--- src/rtl/veda_pkg.sv ---
// Shared definitions for the veda register file.
//   MODE_SCRIBBLE / MODE_INTERPRET : per-port read mode encodings
//   veda_state_e                   : clear-engine FSM states
package veda_pkg;

  localparam logic MODE_SCRIBBLE  = 1'b0;  // return current wr_data
  localparam logic MODE_INTERPRET = 1'b1;  // return stored entry

  typedef enum logic [0:0] {
    ST_IDLE,
    ST_CLEAR
  } veda_state_e;

endpackage

--- src/rtl/veda_rd_port.sv ---
// One read port: mode mux into a stage-1 register, then a stage-2 output register.
//   clk, reset : clock, async active-high reset
//   rd_en      : read request (sampled into stage 1)
//   rd_mode    : MODE_SCRIBBLE selects wr_data, MODE_INTERPRET selects mem_data
//   mem_data   : stored entry, already bypassed with any same-cycle write
//   wr_data    : raw write-data bus
//   rd_data    : result, held when no new read completes
//   rd_valid   : result valid, two cycles after rd_en
module veda_rd_port
  import veda_pkg::*;
#(
  parameter int unsigned DATA_W = 32
) (
  input  logic              clk,
  input  logic              reset,
  input  logic              rd_en,
  input  logic              rd_mode,
  input  logic [DATA_W-1:0] mem_data,
  input  logic [DATA_W-1:0] wr_data,
  output logic [DATA_W-1:0] rd_data,
  output logic              rd_valid
);

  logic [DATA_W-1:0] s1_data_q, s1_data_d;
  logic              s1_valid_q, s1_valid_d;
  logic [DATA_W-1:0] out_data_q, out_data_d;
  logic              out_valid_q, out_valid_d;

  always_comb begin
    s1_data_d   = s1_data_q;
    s1_valid_d  = rd_en;
    out_data_d  = out_data_q;
    out_valid_d = s1_valid_q;
    if (rd_en) begin
      s1_data_d = (rd_mode == MODE_INTERPRET) ? mem_data : wr_data;
    end
    // Output only advances on a completed read so it holds otherwise.
    if (s1_valid_q) begin
      out_data_d = s1_data_q;
    end
  end

  always_ff @(posedge clk or posedge reset) begin
    if (reset) begin
      s1_data_q   <= '0;
      s1_valid_q  <= 1'b0;
      out_data_q  <= '0;
      out_valid_q <= 1'b0;
    end else begin
      s1_data_q   <= s1_data_d;
      s1_valid_q  <= s1_valid_d;
      out_data_q  <= out_data_d;
      out_valid_q <= out_valid_d;
    end
  end

  assign rd_data  = out_data_q;
  assign rd_valid = out_valid_q;

endmodule

--- src/rtl/veda_regfile_mp.sv ---
// Multi-read-port register file with scribble/interpret read modes, write-first
// bypass, two-stage read pipeline and a sequenced soft-clear engine.
//   clk, reset                 : clock, async active-high reset (clears everything)
//   wr_valid/wr_ready          : write handshake; wr_ready low while clearing
//   wr_addr, wr_data           : write address / data
//   rd_en, rd_mode, rd_addr    : per-port read request, mode, packed addresses
//   rd_data, rd_valid          : per-port packed results, 2-cycle latency
//   clr_req                    : start zeroing all entries, one per cycle
//   busy                       : clear sequence in progress
module veda_regfile_mp
  import veda_pkg::*;
#(
  parameter int unsigned DATA_W = 32,
  parameter int unsigned ADDR_W = 5,
  parameter int unsigned NUM_RD = 2
) (
  input  logic                     clk,
  input  logic                     reset,
  input  logic                     wr_valid,
  output logic                     wr_ready,
  input  logic [ADDR_W-1:0]        wr_addr,
  input  logic [DATA_W-1:0]        wr_data,
  input  logic [NUM_RD-1:0]        rd_en,
  input  logic [NUM_RD-1:0]        rd_mode,
  input  logic [NUM_RD*ADDR_W-1:0] rd_addr,
  output logic [NUM_RD*DATA_W-1:0] rd_data,
  output logic [NUM_RD-1:0]        rd_valid,
  input  logic                     clr_req,
  output logic                     busy
);

  localparam int unsigned DEPTH = 2 ** ADDR_W;

  logic [DATA_W-1:0] mem_q [DEPTH];
  logic [DATA_W-1:0] mem_d [DEPTH];
  veda_state_e       state_q, state_d;
  logic [ADDR_W-1:0] cnt_q, cnt_d;

  // Effective array write: either an accepted host write or a clear-zero.
  logic              we;
  logic [ADDR_W-1:0] waddr;
  logic [DATA_W-1:0] wdata;

  assign busy     = (state_q == ST_CLEAR);
  assign wr_ready = (state_q == ST_IDLE);

  always_comb begin
    state_d = state_q;
    cnt_d   = cnt_q;
    we      = 1'b0;
    waddr   = wr_addr;
    wdata   = wr_data;
    unique case (state_q)
      ST_IDLE: begin
        we = wr_valid;
        // A same-cycle write still commits; the clear then overwrites it.
        if (clr_req) begin
          state_d = ST_CLEAR;
          cnt_d   = '0;
        end
      end
      ST_CLEAR: begin
        we    = 1'b1;
        waddr = cnt_q;
        wdata = '0;
        cnt_d = cnt_q + ADDR_W'(1);
        if (cnt_q == '1) begin
          state_d = ST_IDLE;
        end
      end
      default: state_d = ST_IDLE;
    endcase
  end

  always_comb begin
    for (int i = 0; i < int'(DEPTH); i++) begin
      mem_d[i] = mem_q[i];
    end
    if (we) begin
      mem_d[waddr] = wdata;
    end
  end

  always_ff @(posedge clk or posedge reset) begin
    if (reset) begin
      state_q <= ST_IDLE;
      cnt_q   <= '0;
      for (int i = 0; i < int'(DEPTH); i++) begin
        mem_q[i] <= '0;
      end
    end else begin
      state_q <= state_d;
      cnt_q   <= cnt_d;
      for (int i = 0; i < int'(DEPTH); i++) begin
        mem_q[i] <= mem_d[i];
      end
    end
  end

  for (genvar p = 0; p < int'(NUM_RD); p++) begin : g_port
    logic [ADDR_W-1:0] addr;
    logic [DATA_W-1:0] byp_data;

    assign addr     = rd_addr[p*ADDR_W +: ADDR_W];
    // Write-first: a same-cycle write/clear to this address wins over the array.
    assign byp_data = (we && (waddr == addr)) ? wdata : mem_q[addr];

    veda_rd_port #(
      .DATA_W(DATA_W)
    ) u_rd_port (
      .clk     (clk),
      .reset   (reset),
      .rd_en   (rd_en[p]),
      .rd_mode (rd_mode[p]),
      .mem_data(byp_data),
      .wr_data (wr_data),
      .rd_data (rd_data[p*DATA_W +: DATA_W]),
      .rd_valid(rd_valid[p])
    );
  end

endmodule

--- config.mk ---
export PLATFORM = sky130hd
export DESIGN_NAME = veda_regfile_mp
export DESIGN_NICKNAME = d
export VERILOG_FILES = /design/src/rtl/veda_pkg.sv /design/src/rtl/veda_rd_port.sv /design/src/rtl/veda_regfile_mp.sv
export SDC_FILE = /design/constraint.sdc
export NUM_CORES = 2
export LEC_CHECK = 0
export CAP_MARGIN = 20
export CORE_MARGIN = 2
export CORE_UTILIZATION = 40
export DETAILED_ROUTE_END_ITERATION = 6
export GPL_ROUTABILITY_DRIVEN = 0
export GPL_TIMING_DRIVEN = 0
export PLACE_DENSITY = 0.66
export SYNTH_ARGS = -nofsm -noshare
export SYNTH_HDL_FRONTEND = slang
export SYNTH_SLANG_ARGS = --single-unit
--- constraint.sdc ---
create_clock -name clk -period 51.7 [get_ports clk]
set_input_delay 15.51 -clock clk [delete_from_list [all_inputs] [get_ports clk]]
set_output_delay 15.51 -clock clk [all_outputs]
set_load 0.005 [all_outputs]
==> flow_metrics.env <==
export IMPL_drv_slew=0
export IMPL_portBuffers=113
export IMPL_core_um2=145000
export IMPL_grt_max_degree=133
export IMPL_synthSimpleGateAreaFrac_pct=8.77
export IMPL_synth_xor_area_share_pct=0.120
export IMPL_final_core_util_pct=46.1
export IMPL_cp_max_fo=11
export IMPL_ys_flop_type="dfrtp_1"
export IMPL_wire_per_inst_um=37.6
export IMPL_synth_edf_count=0
export IMPL_cts_made_buffers=118
export IMPL_powerDensity_nw_per_um2=44.8
export IMPL_worst_slew_pin_slew_ns=1.47
export IMPL_top_usage_layer="met2"
export IMPL_clock_insertion_delay_worst_skew_ns=0.77
export IMPL_syn_num_nets=5266
export IMPL_dp_hpwl_mm=208
export IMPL_dpl_instance_area_um2=62800
export IMPL_clock_sinks=1162
export IMPL_setup_violations=0
export IMPL_worstSetupPathType="input port to flip-flop"
export IMPL_whs_ns=0.370
export IMPL_dieHeight_um=386
export IMPL_post_cts_resized=0
export IMPL_layout_drive_gt1_share_pct=16.2
export IMPL_dr_first_iter_drc_count=10010
export IMPL_status="complete, but fails checks"
export IMPL_grt_usage_pct=37.2
export IMPL_clock_skew_ns=0.0400
export IMPL_ys_types=63
export IMPL_clk_pin_slew_ns=0.06
export IMPL_power_leakage_nw=27.9
export IMPL_ant_nets=0
export IMPL_grtUsageMet3_pct=26.5
export IMPL_cp_required_ns=52.31
export IMPL_tns_ns=0
export IMPL_die_area_um2=149000
export IMPL_hold_buffers=0
export IMPL_htreeDepth=3
export IMPL_start_util_pct=40.2
export IMPL_synthCells=5209
export IMPL_arrival_ns=20.08
export IMPL_vias=52754
export IMPL_post_cts_buffers=0
export IMPL_die_x_um=386
export IMPL_maxCapViolCount=0
export IMPL_met2_usage_pct=49.0
export IMPL_synth_top_family_by_area="multiplexers"
export IMPL_vias_per_cell=7.01
export IMPL_syn2layout_area_growth_pct=14.6
export IMPL_synthArstFlopShare_pct=100
export IMPL_rows=140
export IMPL_finalCriticalPeriod_ns=19.47
export IMPL_critPathCaptureType="flip-flop"
export IMPL_post_route_cell_area_um2=67000
export IMPL_synth_compound_area_share_pct=13.9
export IMPL_fillers=13316
export IMPL_synthMuxAreaShare_pct=23.6
export IMPL_cts_tree="yes"
export IMPL_drtPass1Iterations=7
export IMPL_grt_pass1_vias=49656
export IMPL_cts_root_buf="clkbuf_16"
export IMPL_hold_class="flip-flop to flip-flop"
export IMPL_cts_max_path_buffers=3
export IMPL_grt_antenna_before_repair=31
export IMPL_nets=5547
export IMPL_grt_ovfl_total=0
export IMPL_yosysWarnings=0
export IMPL_peakVddDrop_mv=0.0321
export IMPL_yosysSeqAreaShare_pct=49.7
export IMPL_critPathLaunchType="input port"
export IMPL_finalCritPeriodShare_pct=37.7
export IMPL_drc=87
export IMPL_netlist_area_um2=58500
export IMPL_yosys_register_bits=1162
export IMPL_synth_adder_area_share_pct=0.0428
export IMPL_syn_avg_cell_area_um2=11.2
export IMPL_gr_usage_met1_pct=40.6
export IMPL_violations="design-rule violations"
export IMPL_max_slew_margin_rel_pct=2.22
export IMPL_io_pins=123
export IMPL_timing_final_hold_violations=0
export IMPL_grt_pass1_wl_mm=389
export IMPL_maxClockFrequency_mhz=51.3
export IMPL_rsz0062_at_grt="no"
export IMPL_wl_mm=283
==> power breakdown <==
group / leakage (nW) / internal [mW] / switching [mW]
Clock: 1.97 / 0.520 / 0.395
Combinational: 9.88 / 0.281 / 0.555
Sequential: 16.0 / 1.09 / 0.163
==> per-layer routing <==
layer / share of wire (%) / wire, µm
met1: 31 / 88500
met2: 39 / 109000
met3: 20 / 55800
met4: 9.8 / 27600
met5: 0.69 / 1960
==> path summary, 6_finish.rpt <==
| path | startpoint | slack (ns) | to | cells after the start |
|---|---|---|---|---|
| min in group asynchronous | reset | 15.28 | mem_q[171]$_DFFE_PP0P_ | 2 |
| worst min-delay path | g_port[0].u_rd_port.out_valid_d$_DFF_PP0_ | 0.37 | g_port[0].u_rd_port.rd_valid$_DFF_PP0_ | 0 |
| worst min register to register | g_port[0].u_rd_port.out_valid_d$_DFF_PP0_ | 0.37 | g_port[0].u_rd_port.rd_valid$_DFF_PP0_ | 0 |
| worst max-delay path | rd_addr[1] | 32.23 | g_port[0].u_rd_port.s1_data_q[14]$_DFFE_PP0P_ | 10 |
| worst max register to register | busy$_DFF_PP0_ | 47.77 | mem_q[233]$_DFFE_PP0P_ | 8 |
| max in group asynchronous | reset | 33.70 | mem_q[896]$_DFFE_PP0P_ | 6 |
==> cell type report <==
type | count | area [µm²] | share of cell area [%]
diodes | 27 | 67.6 | 0.101
plain buffers | 522 | 2180 | 3.25
clock buffers | 168 | 3430 | 5.12
clock inverters | 46 | 594 | 0.887
inverters | 17 | 71.3 | 0.106
multi-input cells | 3508 | 27200 | 40.5
flip-flops and latches | 1162 | 29100 | 43.4
well taps | 1917 | 2400 | 3.58
repair buffers | 161 | 2030 | 3.03
==> layout by cell type (no fill, tap or decap), types with 60 or more instances in the layout <==
cell / count
dfrtp_1: 1162
nand2_1: 1114
o21ai_0: 1087
mux4_2: 461
clkbuf_1: 408
mux2i_1: 264
clkbuf_16: 119
clkdlybuf4s50_1: 113
buf_2: 89
a221oi_1: 81
mux2_2: 65
a21oi_1: 60
==> cell usage after synthesis (26+ instances only) <==
| cell type | count | area (µm²) |
|---|---|---|
| mux2_2 | 65 | 732 |
| clkbuf_1 | 387 | 1450 |
| a221oi_1 | 81 | 709 |
| a221o_1 | 50 | 500 |
| nand2_1 | 1114 | 4180 |
| a21oi_1 | 60 | 300 |
| mux4_2 | 461 | 10400 |
| o221ai_1 | 28 | 245 |
| o21ai_0 | 1087 | 5440 |
| a22oi_1 | 33 | 248 |
| buf_1 | 26 | 97.6 |
| nor2_1 | 37 | 139 |
| nor3_1 | 31 | 155 |
| buf_2 | 86 | 430 |
| mux2i_1 | 264 | 2640 |
| dfrtp_1 | 1162 | 29100 |
==> per-stage QoR <==
| stage | total power [mW] | setup slack, ns | cells |
|---|---|---|---|
| 5_1_grt | 3.05 | 32.40 | 7509 |
| 3_3_place_gp | 1.99 | -9.41 | 7239 |
| 3_5_place_dp | 2.02 | 31.85 | 7277 |
| 6_report | 3.01 | 32.23 | 7528 |
| 2_1_floorplan | 1.66 | 3.46 | 5209 |
| 4_1_cts | 2.91 | 32.61 | 7491 |
==> sequential cells by signal (all words and copies together) (netlist names) <==
signal	count
busy	1
cnt_q	5
g_port.u_rd_port.out_valid_d	2
g_port.u_rd_port.rd_data	64
g_port.u_rd_port.rd_valid	2
g_port.u_rd_port.s1_data_q	64
mem_q	1024
==> critical path: stages <==
cell	delay [ns]
buf_4	0.29
buf_2	0.65
nor2b_1	0.49
buf_2	0.64
buf_2	0.86
a22oi_1	0.31
a211oi_1	0.29
nor2_1	0.07
a21oi_1	0.70
o21ai_0	0.17
==> cells by family (layout without fill, tap and decap cells) <==
| kind of cell | count (synthesis) | count (layout) |
|---|---|---|
| other cells | 0 | 27 |
| fa+ha+maj | 2 | 2 |
| simple gates | 1281 | 1281 |
| buf+inv | 539 | 914 |
| xor+xnor | 8 | 8 |
| compound gates | 1425 | 1425 |
| mux | 792 | 792 |
| flops | 1162 | 1162 |
Power figures use the tool's default switching activity.
